### src/rtl/acq_seq_pkg.sv
`default_nettype none
// +--------------------------------------------------------------------------+
// | Package  : acq_seq_pkg                                                   |
// | Purpose  : shared state encoding and widths for the acquisition sequencer|
// | Revision : 1.0                                                           |
// +--------------------------------------------------------------------------+
package acq_seq_pkg;

    typedef enum logic [1:0] {
        IDLE    = 2'd0,
        SETTLE  = 2'd1,
        ACQUIRE = 2'd2,
        DONE    = 2'd3
    } state_t;

    localparam int WIN_CNT_W = 16;

endpackage
`default_nettype wire

### src/rtl/strobe_divider.sv
`default_nettype none
// +--------------------------------------------------------------------------+
// | Module   : strobe_divider                                                |
// | Purpose  : mod-SAMPLE_DIV counter; tick marks the wrap cycle             |
// | Revision : 1.0                                                           |
// +--------------------------------------------------------------------------+
module strobe_divider #(
    parameter int SAMPLE_DIV = 100
) (
    input  logic clk,
    input  logic rst_n,
    input  logic en,
    input  logic clr,
    output logic tick
);

    localparam int                c_cnt_w = $clog2(SAMPLE_DIV + 1);
    localparam logic [c_cnt_w-1:0] c_last = c_cnt_w'(SAMPLE_DIV - 1);

    logic [c_cnt_w-1:0] r_cnt;

    always_ff @(posedge clk or negedge rst_n) begin
        if (!rst_n) begin
            r_cnt <= '0;
        end else if (clr) begin
            r_cnt <= '0;
        end else if (en) begin
            r_cnt <= (r_cnt == c_last) ? '0 : r_cnt + 1'b1;
        end
    end

    // A clear in the same cycle suppresses the tick so abort never leaks a strobe.
    assign tick = en && !clr && (r_cnt == c_last);

endmodule
`default_nettype wire

### src/rtl/acq_sequencer.sv
`default_nettype none
// +--------------------------------------------------------------------------+
// | Module   : acq_sequencer                                                 |
// | Purpose  : gain-settle hold, then windowed ADC sample strobes            |
// | Revision : 1.0                                                           |
// +--------------------------------------------------------------------------+
module acq_sequencer
    import acq_seq_pkg::*;
#(
    parameter int SAMPLE_DIV     = 100,
    parameter int SETTLE_CYCLES  = 1000,
    parameter int WINDOW_SAMPLES = 256
) (
    input  logic                              clk,
    input  logic                              rst_n,
    input  logic                              start_i,
    input  logic                              abort_i,
    input  logic                              cont_i,
    input  logic                              ds_ready_i,
    output logic                              settle_o,
    output logic                              busy_o,
    output logic                              sample_strobe_o,
    output logic [$clog2(WINDOW_SAMPLES)-1:0] sample_idx_o,
    output logic                              window_last_o,
    output logic                              done_o,
    output logic [WIN_CNT_W-1:0]              window_count_o,
    output logic                              overrun_o
);

    localparam int                   c_settle_w    = $clog2(SETTLE_CYCLES + 1);
    localparam int                   c_idx_w       = $clog2(WINDOW_SAMPLES);
    localparam logic [c_settle_w-1:0] c_settle_last = c_settle_w'(SETTLE_CYCLES - 1);
    localparam logic [c_idx_w-1:0]    c_idx_last    = c_idx_w'(WINDOW_SAMPLES - 1);

    state_t                r_state;
    state_t                w_next_state;
    logic [c_settle_w-1:0] r_settle_cnt;
    logic [c_idx_w-1:0]    r_idx;
    logic [WIN_CNT_W-1:0]  r_win_cnt;
    logic                  r_overrun;

    logic w_start;
    logic w_tick;
    logic w_strobe;
    logic w_miss;
    logic w_last;

    assign w_start  = (r_state == IDLE) && start_i && !abort_i;
    assign w_strobe = w_tick && ds_ready_i;
    assign w_miss   = w_tick && !ds_ready_i;
    assign w_last   = w_strobe && (r_idx == c_idx_last);

    strobe_divider #(
        .SAMPLE_DIV (SAMPLE_DIV)
    ) u_div (
        .clk   (clk),
        .rst_n (rst_n),
        .en    (r_state == ACQUIRE),
        .clr   (w_start || abort_i),
        .tick  (w_tick)
    );

    always_ff @(posedge clk or negedge rst_n) begin
        if (!rst_n) begin
            r_state <= IDLE;
        end else begin
            r_state <= w_next_state;
        end
    end

    always_comb begin
        w_next_state = r_state;
        case (r_state)
            IDLE:    if (w_start) w_next_state = SETTLE;
            SETTLE:  if (r_settle_cnt == c_settle_last) w_next_state = ACQUIRE;
            ACQUIRE: if (w_last && !cont_i) w_next_state = DONE;
            DONE:    w_next_state = IDLE;
            default: w_next_state = IDLE;
        endcase
        if (abort_i) begin
            w_next_state = IDLE;
        end
    end

    // Outputs are derived from the next state so they line up with the state register.
    always_ff @(posedge clk or negedge rst_n) begin
        if (!rst_n) begin
            settle_o        <= 1'b0;
            busy_o          <= 1'b0;
            sample_strobe_o <= 1'b0;
            sample_idx_o    <= '0;
            window_last_o   <= 1'b0;
            done_o          <= 1'b0;
            r_settle_cnt    <= '0;
            r_idx           <= '0;
            r_win_cnt       <= '0;
            r_overrun       <= 1'b0;
        end else begin
            settle_o        <= (w_next_state == SETTLE);
            busy_o          <= (w_next_state != IDLE);
            sample_strobe_o <= w_strobe;
            window_last_o   <= w_last;
            done_o          <= (r_state == DONE) && !abort_i;
            if (w_strobe) begin
                sample_idx_o <= r_idx;
            end
            if (w_start) begin
                r_settle_cnt <= '0;
                r_idx        <= '0;
                r_win_cnt    <= '0;
                r_overrun    <= 1'b0;
            end else begin
                if (r_state == SETTLE) begin
                    r_settle_cnt <= r_settle_cnt + 1'b1;
                end
                if (w_strobe) begin
                    r_idx <= w_last ? '0 : r_idx + 1'b1;
                end
                if (w_last && (r_win_cnt != '1)) begin
                    r_win_cnt <= r_win_cnt + 1'b1;
                end
                if (w_miss) begin
                    r_overrun <= 1'b1;
                end
            end
        end
    end

    assign window_count_o = r_win_cnt;
    assign overrun_o      = r_overrun;

endmodule
`default_nettype wire

### config.mk
export PLATFORM = sky130hd
export DESIGN_NAME = acq_sequencer
export DESIGN_NICKNAME = d
export VERILOG_FILES = /design/src/rtl/acq_seq_pkg.sv /design/src/rtl/strobe_divider.sv /design/src/rtl/acq_sequencer.sv
export SDC_FILE = /design/constraint.sdc
export NUM_CORES = 1
export LEC_CHECK = 0
export ABC_AREA = 1
export BUFFER_PORTS_ARGS = -buffer_cell sky130_fd_sc_hd__buf_2
export CAP_MARGIN = 0
export CORE_UTILIZATION = 40
export DETAILED_ROUTE_END_ITERATION = 12
export SKIP_CTS_REPAIR_TIMING = 1
export SLEW_MARGIN = 20
export SYNTH_ARGS = -nofsm -noshare
export SYNTH_HDL_FRONTEND = slang
export SYNTH_SLANG_ARGS = --single-unit
export TNS_END_PERCENT = 100
### constraint.sdc
create_clock -name clk -period 2.1 [get_ports clk]
set_input_delay 0.105 -clock clk [delete_from_list [all_inputs] [get_ports clk]]
set_output_delay 0.105 -clock clk [all_outputs]
set_load 0.02 [all_outputs]
Yosys cells after proc, flatten, opt, wreduce, memory -nomap -nowiden
Cells that the tools add are included.
- $add $sub $neg: 4
- eq/ne operators: 8
- muxes and demuxes: 17
- reduce and logical (&&, ||, !) cells: 22
- operator list (kind ; count):
    $mux W16 ; 2
    $mux W8 ; 3
    $mux W7 ; 3
    $mux W10 ; 2
    $add A16 B1 Y16 const B ; 1
    $ne A16 B16 Y1 const B ; 1
    $reduce_bool A2 Y1 ; 6
    $add A10 B1 Y10 const B ; 1
    $eq A10 B10 Y1 const B ; 1
    $logic_and A1 B1 Y1 ; 10
    $add A8 B1 Y8 const B ; 1
    $eq A8 B8 Y1 const B ; 1
    $mux W2 ; 4
    $pmux W2 S4 ; 1
    $add A7 B1 Y7 const B ; 1
    $eq A7 B7 Y1 const B ; 1
    $eq A2 B1 Y1 const B ; 2
    $eq A2 B2 Y1 const B ; 2
    $logic_not A1 Y1 ; 4
    $logic_not A2 Y1 ; 1
    $mux W1 ; 2
    $logic_or A1 B1 Y1 ; 1
- flip-flop bits (word level): 57
- output and inout port bits: 30

Depth between registers and ports, before layout
- depth in word-level cells: 14
- depth in mapped cells: 10
- depth with buffers taken out: 10

Cells and area by module
Synthesis repeated with hierarchy kept, for this count alone.
- cell total of the unflattened synthesis: 400
- area, all modules: 3110.5 um^2
- by module, submodules not included (module ; instances ; cells an instance ; area an instance (um^2) ; sequential area each (um^2)):
    acq_sequencer ; 1 ; 338 ; 2671.3 ; 1251.2
    strobe_divider ; 1 ; 62 ; 439.2 ; 175.2

Worst setup path before layout
Ideal clock, no wire load.
- path type: reg2reg
- start: reg r_win_cnt[0], in the netlist window_count_o[0]
- end: reg r_win_cnt[13], in the netlist window_count_o[13]
- data arrival time: 1.598 ns
- data required time: 2.034 ns
- path slack: 0.436 ns
- cell stages (with the launch flop): 11
- path buffers: 1
- period minus slack after synthesis: 1.664 ns
- cell sequence: dfrtp_1 ha_1 nand3_2 clkinv_2 nand2_4 nor2_4 nand3_2 nand2_4 buf_12 nand3_2 nand2_1
- longest elaborated chain between the ends: 3
- elaborated cells between the ends (all ways): 6
- classes of those cells: 1 x add/sub; 1 x eq/ne; 2 x mux; 2 x reduce/logical
- ends and longest elaborated chain (element ; line ; source):
    start, declared ; acq_sequencer.sv:39 ; logic [WIN_CNT_W-1:0] r_win_cnt;
    start signal, assigned ; acq_sequencer.sv:120 ; r_win_cnt <= r_win_cnt + 1'b1;
    $add A16 B1 Y16 or $ne A16 B16 Y1 (tied branches) ; acq_sequencer.sv:120, acq_sequencer.sv:119 ;
    $mux W16 or $logic_and A1 B1 Y1 (tied branches) ; acq_sequencer.sv:119 ; if (w_last && (r_win_cnt != '1)) begin
    $mux W16 or $reduce_bool A2 Y1 (tied branches) ; -- ;
Parallel ways exist; a longest one is shown, timed or not. The select of a mux whose other input is x is not followed.
A chain may end at the register's enable or synchronous reset.

Final worst setup path
- start: reg r_win_cnt[0], in the netlist window_count_o[0]
- end: reg r_win_cnt[12], in the netlist window_count_o[12]
The elaborated chain is that of the path after synthesis.

==> results.json <==
{
  "async_reset_ff_share_pct": 100,
  "final-setup-viol-count": 0,
  "skew_ns": 0.0105,
  "critical_path_required_ns": 2.32,
  "nets": 462,
  "power.leakage_nw": 1.88,
  "antenna_cells": 0,
  "report.final.slew_viol_count": 0,
  "critPathMaxFanout": 17,
  "synth_edf_count": 0,
  "critical_path.cell_chain": "ha_1 > nand3_2 > clkinv_2 > nand2_4 > nor2_4 > nand3_2 > nand2_4 > nand2_4 > nand2_1 > nand2_1",
  "crit_family": "simple AND/OR/NAND/NOR gates",
  "cts_sinks": 57,
  "cts_tree": "built",
  "hpwl_um": 5000,
  "drc_errors": 0,
  "synth_cell_types": 34,
  "cp_slowest_stage_delay_ns": 0.48,
  "irDropWorstVdd_v": 0.000358,
  "dieHeight_um": 91.3,
  "r2r-start": "window_count_o[0]$_DFFE_PN0P_",
  "grt_pass1_vias": 2638,
  "crit_path_start_kind": "flop",
  "startpoint": "window_count_o[0]$_DFFE_PN0P_",
  "reg2reg_depth": 10,
  "multi_input_area_um2": 1530,
  "setup_ws_ns": 0.269,
  "vias_per_cell": 5.06,
  "core_area_um2": 7730,
  "drive_gt1_share_pct": 17.5,
  "synth.avg_cell_area_um2": 7.84,
  "path_buf_inv": 1,
  "ff_latch_area_um2": 1430,
  "grt_pass1_wl_um": 12300,
  "post-place-ws_ns": 0.260,
  "min_path_type": "in2reg",
  "cts_buffers": 9,
  "worstPathArrival_ns": 2.05,
  "post-route-period-util_pct": 87.2,
  "synth_nets": 417,
  "antenna_found_initial": 0,
  "setup-tns-final_ns": 0,
  "rsz0062_at_grt": "false",
  "rr_endpoint": "window_count_o[12]$_DFFE_PN0P_",
  "drt_iter0_markers": 119,
  "hold_violations": 0,
  "numPortBuffers": 35,
  "cp.depth": 10,
  "hold_depth": 5,
  "ant_nets": 0,
  "cap_violations": 0,
  "ys_warn_count": 0,
  "syn_area_um2": 3190,
  "period_needed_ns": 1.83,
  "seq_area_frac_synth_pct": 44.7,
  "worstSetupEndpointType": "flop",
  "fill_cells": 783,
  "vias": 2831,
  "grt_max_degree": 36,
  "rows": 32,
  "power_density_nw_per_um2": 727,
  "path_clk_slew_ns": 0.07,
  "endpoint": "window_count_o[12]$_DFFE_PN0P_",
  "cts_root_buf": "clkbuf_8",
  "die_w_um": 91.3,
  "relSlewSlack_pct": 63.4,
  "status": "finished, final reports clean",
  "tightest_slew_ns": 0.549,
  "wire_per_inst_um": 12.2,
  "cp_common_cell": "nand2_4",
  "synth_cells": 407,
  "drt-total-wl_um": 6840,
  "first_pass_iters": 5,
  "worst_hold_slack_ns": 0.160,
  "clockBufferDepth": 2,
  "die-area_um2": 8340,
  "overflow": 0,
  "synth_seq_cells": 57,
  "initial_core_util_pct": 41.3,
  "clkLatencyLatePin_ns": 0.33,
  "fmax_mhz": 546,
  "cts_max_level": 3,
  "gr-usage-all-layers_pct": 18.5,
  "pin_count": 36,
  "critPathSlowestCell": "dfrtp_1",
  "ff2ff_setup_slack_ns": 0.27,
  "gp_congestion": 0.865,
  "path_class": "reg2reg",
  "power.total_mw": 2.72,
  "syn_to_final_growth_pct": 17.2,
  "synth_flop_cell": "dfrtp_1"
}
[placed cells by master, fill, tap and decap left out, drive strengths merged]
master / synthesis / final
nor3: 10 / 10
inv: 43 / 43
clkinvlp: 0 / 1
dfrtp: 57 / 57
xnor2: 1 / 1
bufinv: 0 / 3
o21a: 1 / 1
clkinv: 2 / 3
o21bai: 5 / 5
nand3: 42 / 42
nor2: 48 / 48
buf: 7 / 40
dlygate4sd3: 0 / 2
or2: 1 / 1
clkbuf: 1 / 11
nand2: 120 / 120
a32oi: 1 / 1
nand4: 22 / 22
xor2: 6 / 6
a32o: 1 / 1
a21oi: 5 / 5
ha: 4 / 4
o211ai: 1 / 1
o22ai: 2 / 2
nor3b: 1 / 1
o21ai: 26 / 26
[Yosys cell counts (2+ instances only)]
cell type / n / area, um2
a21oi_1: 5 / 25.0
buf_2: 2 / 10.0
buf_4: 3 / 22.5
dfrtp_1: 57 / 1430
ha_1: 4 / 50.1
inv_1: 43 / 161
nand2_1: 116 / 435
nand2_4: 3 / 33.8
nand3_1: 28 / 140
nand3_2: 13 / 130
nand4_1: 22 / 138
nor2_1: 43 / 161
nor2_4: 4 / 45.0
nor3_1: 10 / 50.1
o21ai_0: 25 / 125
o21bai_1: 5 / 37.5
o22ai_1: 2 / 12.5
xor2_1: 6 / 52.6
[flip-flops by register name, indices dropped and copies added, names as in the netlist]
signal / cells
window_count_o: 16
r_settle_cnt: 10
r_idx: 8
sample_idx_o: 8
u_div.r_cnt: 7
r_state: 2
busy_o: 1
done_o: 1
overrun_o: 1
sample_strobe_o: 1
settle_o: 1
window_last_o: 1
[worst min-delay path, cell delays in order]
cell and delay (ns):
buf_2 0.09, o21ai_0 0.08, inv_1 0.05, nand2_1 0.08, inv_1 0.06
[per-layer routing]
metal  vias up  track usage [%]  wire length [um]  part of all wire (%)
met3         5             5.53               329                   4.8
met1      1330             24.4              3190                    47
met5         -                0                 0                     0
met2        70             28.9              3260                    48
li1       1426                -                 -                     -
met4         0             6.22                57                  0.83
[layout make-up]
| type | count | share of cell area (%) |
|---|---|---|
| Clock buffer | 11 | 3.78 |
| Clock inverter | 5 | 2.74 |
| Inverter | 45 | 4.55 |
| Multi-Input combinational cell | 297 | 40.8 |
| Sequential cell | 57 | 38.1 |
| Tap cell | 102 | 3.41 |
| Timing Repair Buffer | 42 | 6.56 |
[power by group]
group	total [mW]	internal (mW)	switching (mW)
Combinational	0.247	0.0872	0.160
Sequential	1.22	1.15	0.0678
Clock	1.25	0.819	0.436
[per-stage QoR]
stage	instances	utilization, %	cell area [um2]
after floorplan	407	-	3190
after global placement	541	45.0	3480
after detailed placement	541	45.0	3480
after CTS	557	48.2	3720
after global routing	559	48.4	3740
final	559	48.4	3740
[cell families after synthesis]
logic type,synth area share [%]
simple gates,36.9
flops,44.7
buf+inv,7.45
compound gates,7.49
xor+xnor,1.92
fa+ha+maj,1.57
[worst min path at each step]
stage / endpoint / start
after floorplan: busy_o$_DFF_PN0_ / rst_n
after global placement: busy_o$_DFF_PN0_ / rst_n
after detailed placement: busy_o$_DFF_PN0_ / rst_n
after CTS: r_state[1]$_DFF_PN0_ / rst_n
after global routing: overrun_o$_DFFE_PN0P_ / ds_ready_i
final: r_state[0]$_DFF_PN0_ / start_i
Power figures use the tool's default switching activity.
